$ cat src/rtl/pipelined_alu_regmem.sv
// Four-stage single-clock ALU pipeline: operand read, execute, register write-back, memory store.
// Define FORWARDING_EN to bypass in-flight ALU results to the operand-read stage.
module pipelined_alu_regmem #(
    parameter int WIDTH     = 16,
    parameter int NREG      = 16,
    parameter int MEM_DEPTH = 256,
    localparam int RW       = $clog2(NREG),
    localparam int AW       = $clog2(MEM_DEPTH)
) (
    input  logic             clk_1,
    input  logic             rst,
    input  logic             in_valid,
    input  logic [RW-1:0]    s1,
    input  logic [RW-1:0]    s2,
    input  logic [RW-1:0]    r_addr,
    input  logic [3:0]       opr,
    input  logic [AW-1:0]    addr,
    output logic [WIDTH-1:0] Zout,
    output logic             out_valid,
    output logic             zero
);

    typedef enum logic [3:0] {
        OP_ADD, OP_SUB, OP_MUL, OP_AND, OP_OR, OP_XOR, OP_NOT, OP_PASSA,
        OP_SHL, OP_SHR, OP_NEG, OP_SLTU, OP_INC, OP_DEC, OP_PASSB, OP_ZERO
    } op_e;

    logic [WIDTH-1:0] register_bank [0:NREG-1];
    logic [WIDTH-1:0] memory        [0:MEM_DEPTH-1];

    // Stage 1: latched operands and control
    logic [WIDTH-1:0] a1, b1;
    logic [RW-1:0]    rd1;
    op_e              op1;
    logic [AW-1:0]    addr1;
    logic             v1;

    // Stage 2: registered ALU result
    logic [WIDTH-1:0] z2;
    logic [RW-1:0]    rd2;
    logic [AW-1:0]    addr2;
    logic             v2;

    // Stage 3: result on its way to memory
    logic [WIDTH-1:0] z3;
    logic [AW-1:0]    addr3;
    logic             v3;

    logic [WIDTH-1:0] z1, a_fwd, b_fwd;

    function automatic logic [WIDTH-1:0] alu(input logic [WIDTH-1:0] a,
                                             input logic [WIDTH-1:0] b,
                                             input op_e              op);
        logic [WIDTH-1:0] r;
        r = '0;
        case (op)
            OP_ADD:   r = a + b;
            OP_SUB:   r = a - b;
            OP_MUL:   r = a * b;
            OP_AND:   r = a & b;
            OP_OR:    r = a | b;
            OP_XOR:   r = a ^ b;
            OP_NOT:   r = ~a;
            OP_PASSA: r = a;
            OP_SHL:   r = a << b[3:0];
            OP_SHR:   r = a >> b[3:0];
            OP_NEG:   r = '0 - a;
            OP_SLTU:  r = (a < b) ? WIDTH'(1) : '0;
            OP_INC:   r = a + WIDTH'(1);
            OP_DEC:   r = a - WIDTH'(1);
            OP_PASSB: r = b;
            OP_ZERO:  r = '0;
            default:  r = '0;
        endcase
        return r;
    endfunction

    assign z1 = alu(a1, b1, op1);

    // The instruction one ahead is still in stage 1, so its result is the
    // combinational ALU output; two ahead is the stage-2 register, whose bank
    // write lands on the same edge as this read and would otherwise be missed.
    always_comb begin
        a_fwd = register_bank[s1];
        b_fwd = register_bank[s2];
`ifdef FORWARDING_EN
        if (v1 && rd1 == s1)      a_fwd = z1;
        else if (v2 && rd2 == s1) a_fwd = z2;
        if (v1 && rd1 == s2)      b_fwd = z1;
        else if (v2 && rd2 == s2) b_fwd = z2;
`endif
    end

    always_ff @(posedge clk_1 or posedge rst) begin
        if (rst) begin
            v1        <= 1'b0;
            a1        <= '0;
            b1        <= '0;
            rd1       <= '0;
            op1       <= OP_ADD;
            addr1     <= '0;
            v2        <= 1'b0;
            z2        <= '0;
            rd2       <= '0;
            addr2     <= '0;
            v3        <= 1'b0;
            z3        <= '0;
            addr3     <= '0;
            Zout      <= '0;
            out_valid <= 1'b0;
        end else begin
            v1        <= in_valid;
            a1        <= a_fwd;
            b1        <= b_fwd;
            rd1       <= r_addr;
            op1       <= op_e'(opr);
            addr1     <= addr;
            v2        <= v1;
            z2        <= z1;
            rd2       <= rd1;
            addr2     <= addr1;
            v3        <= v2;
            z3        <= z2;
            addr3     <= addr2;
            out_valid <= v3;
            if (v3) Zout <= z3;
        end
    end

    // Storage is never cleared; reset only kills the valid bits feeding these writes.
    always_ff @(posedge clk_1) begin
        if (v2) register_bank[rd2] <= z2;
        if (v3) memory[addr3]      <= z3;
    end

    assign zero = out_valid && (Zout == '0);

endmodule

$ cat config.mk
export PLATFORM = sky130hd
export DESIGN_NAME = pipelined_alu_regmem
export DESIGN_NICKNAME = d
export VERILOG_FILES = /design/src/rtl/pipelined_alu_regmem.sv
export SDC_FILE = /design/constraint.sdc
export NUM_CORES = 1
export LEC_CHECK = 0
export ABC_AREA = 1
export BUFFER_PORTS_ARGS = -buffer_cell sky130_fd_sc_hd__buf_2
export CAP_MARGIN = 10
export CORE_ASPECT_RATIO = 2
export CORE_UTILIZATION = 54
export CTS_CLUSTER_DIAMETER = 100
export DETAILED_ROUTE_END_ITERATION = 12
export PLACE_DENSITY = 0.73
export SLEW_MARGIN = 10
export SYNTH_ARGS = -nofsm -noshare
export SYNTH_HDL_FRONTEND = slang
export SYNTH_SLANG_ARGS = --single-unit
$ cat constraint.sdc
create_clock -name clk_1 -period 6 [get_ports clk_1]
set_input_delay 0.3 -clock clk_1 [delete_from_list [all_inputs] [get_ports clk_1]]
set_output_delay 0.3 -clock clk_1 [all_outputs]
set_load 0.05 [all_outputs]
After elaboration in Yosys (flattened, before gate mapping):

Memory sizes are Yosys's and may differ from the RTL's. A register that Yosys moved wholly into a read port is not among the register bits.
Cells that the tools add are included.
W data, S select, Z words.

* add/subtract/negate cells: 5
* multiply operators: 1
* divide/modulo/power cells: 0
* $lt $le $gt $ge: 1
* equal/unequal tests: 15
* shift-type cells: 2
* mux-type cells: 4
* bitwise logic cells: 4
* reductions and logical operators: 3

Operators with widths (number)
* $pmux W16 S16: 1
* $eq A4 B4 Y1 const B: 8
* $add A16 B1 Y16 const B: 1
* $add A16 B16 Y16: 1
* $and A16 B16 Y16: 1
* $eq A4 B3 Y1 const B: 4
* $logic_not A16 Y1: 1
* $lt A16 B16 Y1: 1
* $mul A16 B16 Y16: 1
* $not A16 Y16: 1
* $or A16 B16 Y16: 1
* $shl A16 B4 Y16: 1
* $shr A16 B4 Y16: 1
* $sub A1 B16 Y16 const A: 1
* $sub A16 B1 Y16 const B: 1
* $sub A16 B16 Y16: 1
* $xor A16 B16 Y16: 1
* $eq A4 B2 Y1 const B: 2
* $eq A4 B1 Y1 const B: 1
* $logic_not A4 Y1: 1
* $mux W1: 3
* $logic_and A1 B1 Y1: 1

* flip-flop bits (word level): 64
* latch bits: 0
* RAM bits: 256
* bits in read-only memories: 0
* input port bits: 27
* output and inout port bits: 18
* logic and storage cells: 46
* memories kept: 1

Memories
* register_bank: words 16, bits a word 16, read ports 2, clocked after Yosys merged registers in 2, write ports 1, RTL line 28 `logic [WIDTH-1:0] register_bank [0:NREG-1];`

Logic depth before layout (Yosys ltp):

* depth after elaboration: 3
* depth in mapped cells: 31
* depth with buffers taken out: 29

Least setup slack after synthesis:

OpenSTA, ideal clock, no wires.

* path type: register to register
* from: register b1[1], read port of register_bank
* to: register z2[15]
* library setup time: 0.113 ns
* arrival time: 5.548 ns
* data required time: 5.887 ns
* slack: 0.339 ns
* cell stages (with the launch flop): 28
* buffers on the path: 3
* clock period less this slack: 5.661 ns
* path through: dfrtp_1 > buf_4 > clkbuf_1 > buf_1 > nand2_1 > fa_1 > fa_1 > fa_1 > fa_1 > inv_1 > fa_1 > inv_1 > fa_1 > inv_1 > ha_1 > nand2_1 > nor2_1 > nand3_1 > nand3_1 > nand2_1 > nand2_1 > a21oi_1 > inv_1 > nand3_1 > nand3_1 > nand3_1 > nand2_1 > inv_1

* cells in the longest elaborated chain, start to end: 2
* elaborated cells between the ends (all ways): 6
* classes of those cells: 2 x add/sub; 1 x mul; 2 x shift; 1 x mux

Ends and longest elaborated chain
* start, declared: RTL line 32 `logic [WIDTH-1:0] a1, b1;`
* $mul A16 B16 Y16 (tied with other cells): RTL line 59 `OP_MUL: r = a * b;`
* $pmux W16 S16 (*): RTL line 56 `case (op)`
* via z1[15]: RTL line 49 `logic [WIDTH-1:0] z1, a_fwd, b_fwd;`
* end signal, assigned: RTL line 119 `z2 <= z1;`
* end, declared: RTL line 39 `logic [WIDTH-1:0] z2;`

The timed path passes the listed nets; every way through them passes the cells marked *.
A chain may end at the register's enable or synchronous reset.

Final worst setup path:

* from: register b1[4], read port of register_bank
* to: register z2[14]

* cells in the longest elaborated chain, start to end: 2
* elaborated cells between the ends (all ways): 4
* classes of those cells: 2 x add/sub; 1 x mul; 1 x mux

Ends and longest elaborated chain (RTL line)
* $mul A16 B16 Y16 (tied with other cells): 59
* $pmux W16 S16 (*): 56
* via z1[14]: 49

Marks and branches as above.

==> metrics <==
synth unique cells=63; minimum clock period=5760 ps; main combinational cell family by area after synthesis=compound AO/OA/AOI/OAI gates; clock skew=30.5 ps; Max Fclk=173 MHz; Worst-path clk slew=roughly 80 ps; Synth area leader=edfxtp_1; status=finished, final reports clean; number of setup violations in the final report=0; clock power share=roughly 18%; core area=around 44000 µm²; Synth warnings=0; initial core utilization=approximately 55%; GRT Total Usage=41.1%; Slew Viols, Final=0; layout cells sized above 1=under 10%; DR WL/cell=between 20 and 30 µm; Placer Congestion=1.07; adder-cell area share of the yosys netlist=12.8%; metal2 WL=44100 µm; post-synthesis mux area share=0.218%; Synth area leaders=edfxtp_1 (32%), dfrtp_1 (10%), nand2_1 (8.6%); Post-Synth Simple-Gate Area=16.0%; Max-slew headroom=27.0%; final hold violations=0; most frequent cell after synthesis=nand2_1; Port Buf Inserts=36; H-tree Lvls=1; CTS tree=done; Starting DRT DRC Count=2107; CTS Root Cell=clkbuf_16; Worst setup EP type=register; async set-reset flop share out of synthesis=27.3%; row count=109; Crit Path Category=reg2reg; flops & latches, synth=352; die area=roughly 46000 µm²; Post-DP HPWL=between 60000 and 70000 µm; critical path required time=6480 ps; DRC errors left=0; setup ws final=236 ps; maxcap violations=0; Post-Place Worst Slack=164 ps; die height=301 µm; Net Sw Frac=~44%; final worst path period share=96.1%; synth cell count leaders=nand2_1 (551), inv_1 (429), o21ai_0 (276), a21oi_1 (275), edfxtp_1 (256); Leakage=11.5 nW; P&R area growth vs syn=7.32%; Synth Cell Area=roughly 24000 µm²; drt first pass iters=5; Overflow after GRT=0; FF-to-FF setup slack=240 ps; Total Nets Final=roughly 3100; Mapped Nets=just over 3000; io pins=45; sw power=4.44 mW; crit path DAT=6240 ps; worst slew pin tran=1090 ps; vias in the first global route=21616; RSZ-0062 raised after global routing=false; number of buffers created by CTS=27; first-pass GRT wire length=133000 µm; Peak VDD IR=0.478 mV; WL met1=27500 µm; Routed Wire Length=90700 µm; Synth Area in Compound Gates=18.0%; Max Root-Sink Buffers=3; sequential fraction of the synthesis area=about two fifths; Synth Flop Type=edfxtp_1; Synth top area share=31.9%; drt via density=6.26; ANT nets after route=0; largest net degree at the start of global routing=145; Setup TNS=0 ps; Pint=5.60 mW; combinational power share=48.7%; met3 WL=~7700 µm; die width=approximately 150 µm; Worst Setup Start Kind=register; P per Cell Area=approximately 390 nW/µm²; worst-path fanout max=10; Via Count=roughly 21000; Cells after Synth=2877; hold crit path type=in2async; Post-synth EDFFs=256; initial antenna violation count=12; Sink Count=352; highest metal used=met5; Mean Syn Cell Area=8.38 µm²; Clock Latency Late Sink=about 570 ps; Reg power frac=33.2%; fillcell total=roughly 3800; XOR/XNOR Fraction of Synth Area=1.09%
-- flip-flops by register name (all words and copies together) (netlist names), 4 cells and up --
name and count:
register_bank 256, Zout 16, a1 16, b1 16
z2 16, z3 16, op1 4, rd1 4
rd2 4
-- cells in the final DEF, fill, tap and decap left out, drive strengths merged, types with 10 or more instances in the layout --
cell type / count
fa: 82
ha: 115
dlygate4sd3: 10
clkinv: 20
o211ai: 72
o22ai: 13
xor2: 22
nor2: 112
nand4: 18
buf: 102
nand2: 556
a21oi: 277
o21ai: 311
inv: 456
nor3: 22
nand3: 170
clkbuf: 32
o221ai: 32
edfxtp: 256
dfrtp: 96
-- per-layer routing --
metal,global-route usage [%],vias up
li1,-,9615
met1,40.0,10122
met2,68.3,1241
met3,9.74,478
met4,42.0,16
met5,0,-
-- cells by family after synthesis --
kind of cell | after synthesis
and+or+nand+nor | 901
muxes | 5
AOI/OAI and AO/OA | 764
xor gates and xnor gates | 30
buffers and inverters | 628
adders and majority gates | 197
DFF | 352
-- final timing paths --
check	from	endpoint	cells after the start
worst max-delay path	b1[4]	z2[14]	22
worst min-delay path	rst	b1[7]	3
worst max register to register	b1[4]	z2[14]	22
worst min register to register	rd1[1]	rd2[1]	0
max in group asynchronous	rst	rd1[1]	4
min in group clk_1	s2[3]	b1[11]	4
-- layout make-up --
type                            count  area, µm²  area share [%]
Timing Repair Buffer              112        806            3.11
Multi-Input combinational cell   1897      11700            45.0
Clock inverter                     17        160           0.619
Antenna cell                        2       5.00          0.0193
Tap cell                          555        694            2.68
Sequential cell                   352      10100            39.0
Inverter                          464       1750            6.75
Clock buffer                       32        714            2.76
-- worst max-delay path, stage by stage, from the launching register on --
cell       delay (ps)
dfrtp_2           500
buf_4             210
nand2_1            70
inv_1              60
fa_1              530
inv_1              50
fa_1              480
inv_1              60
fa_1              490
fa_1              510
fa_1              500
inv_1              50
fa_1              470
inv_1              40
ha_1              330
nand2_1           100
nor2_1            170
nand3_1           110
o2111ai_1         140
o21ai_0           120
a21oi_1           440
nor2_1            160
nand3_1           100
-- through the flow --
stage / hold slack (ps) / total power, mW / util (%) / instance area [µm²] / cells
finish: 271 / 10.0 / 58.6 / 25900 / 3431
global route: 293 / 10.8 / 58.6 / 25900 / 3429
CTS: 267 / 9.91 / 58.5 / 25800 / 3428
detailed placement: 291 / 8.08 / 56.3 / 24900 / 3369
global placement: 293 / 7.91 / 56.3 / 24900 / 3369
floorplan: 331 / 6.61 / - / 24100 / 2877
-- power groups by stage --
| stage | clock [mW] | combinational (mW) | sequential (mW) |
|---|---|---|---|
| after floorplan | 0 | 3.29 | 3.32 |
| after global placement | 0 | 4.56 | 3.35 |
| after detailed placement | 0 | 4.72 | 3.36 |
| after CTS | 1.83 | 4.76 | 3.32 |
| after global routing | 1.91 | 5.49 | 3.36 |
| final | 1.82 | 4.89 | 3.33 |
-- what timing repair did --
item | 4_1_cts | 5_1_grt
setup buffers | 0 | 0
endpoints found under the hold margin | 34 | 0
endpoints found under the setup margin | 0 | 3
hold buffers | 10 | 0
gates resized for setup | 0 | 11
Power figures use the tool's default switching activity.
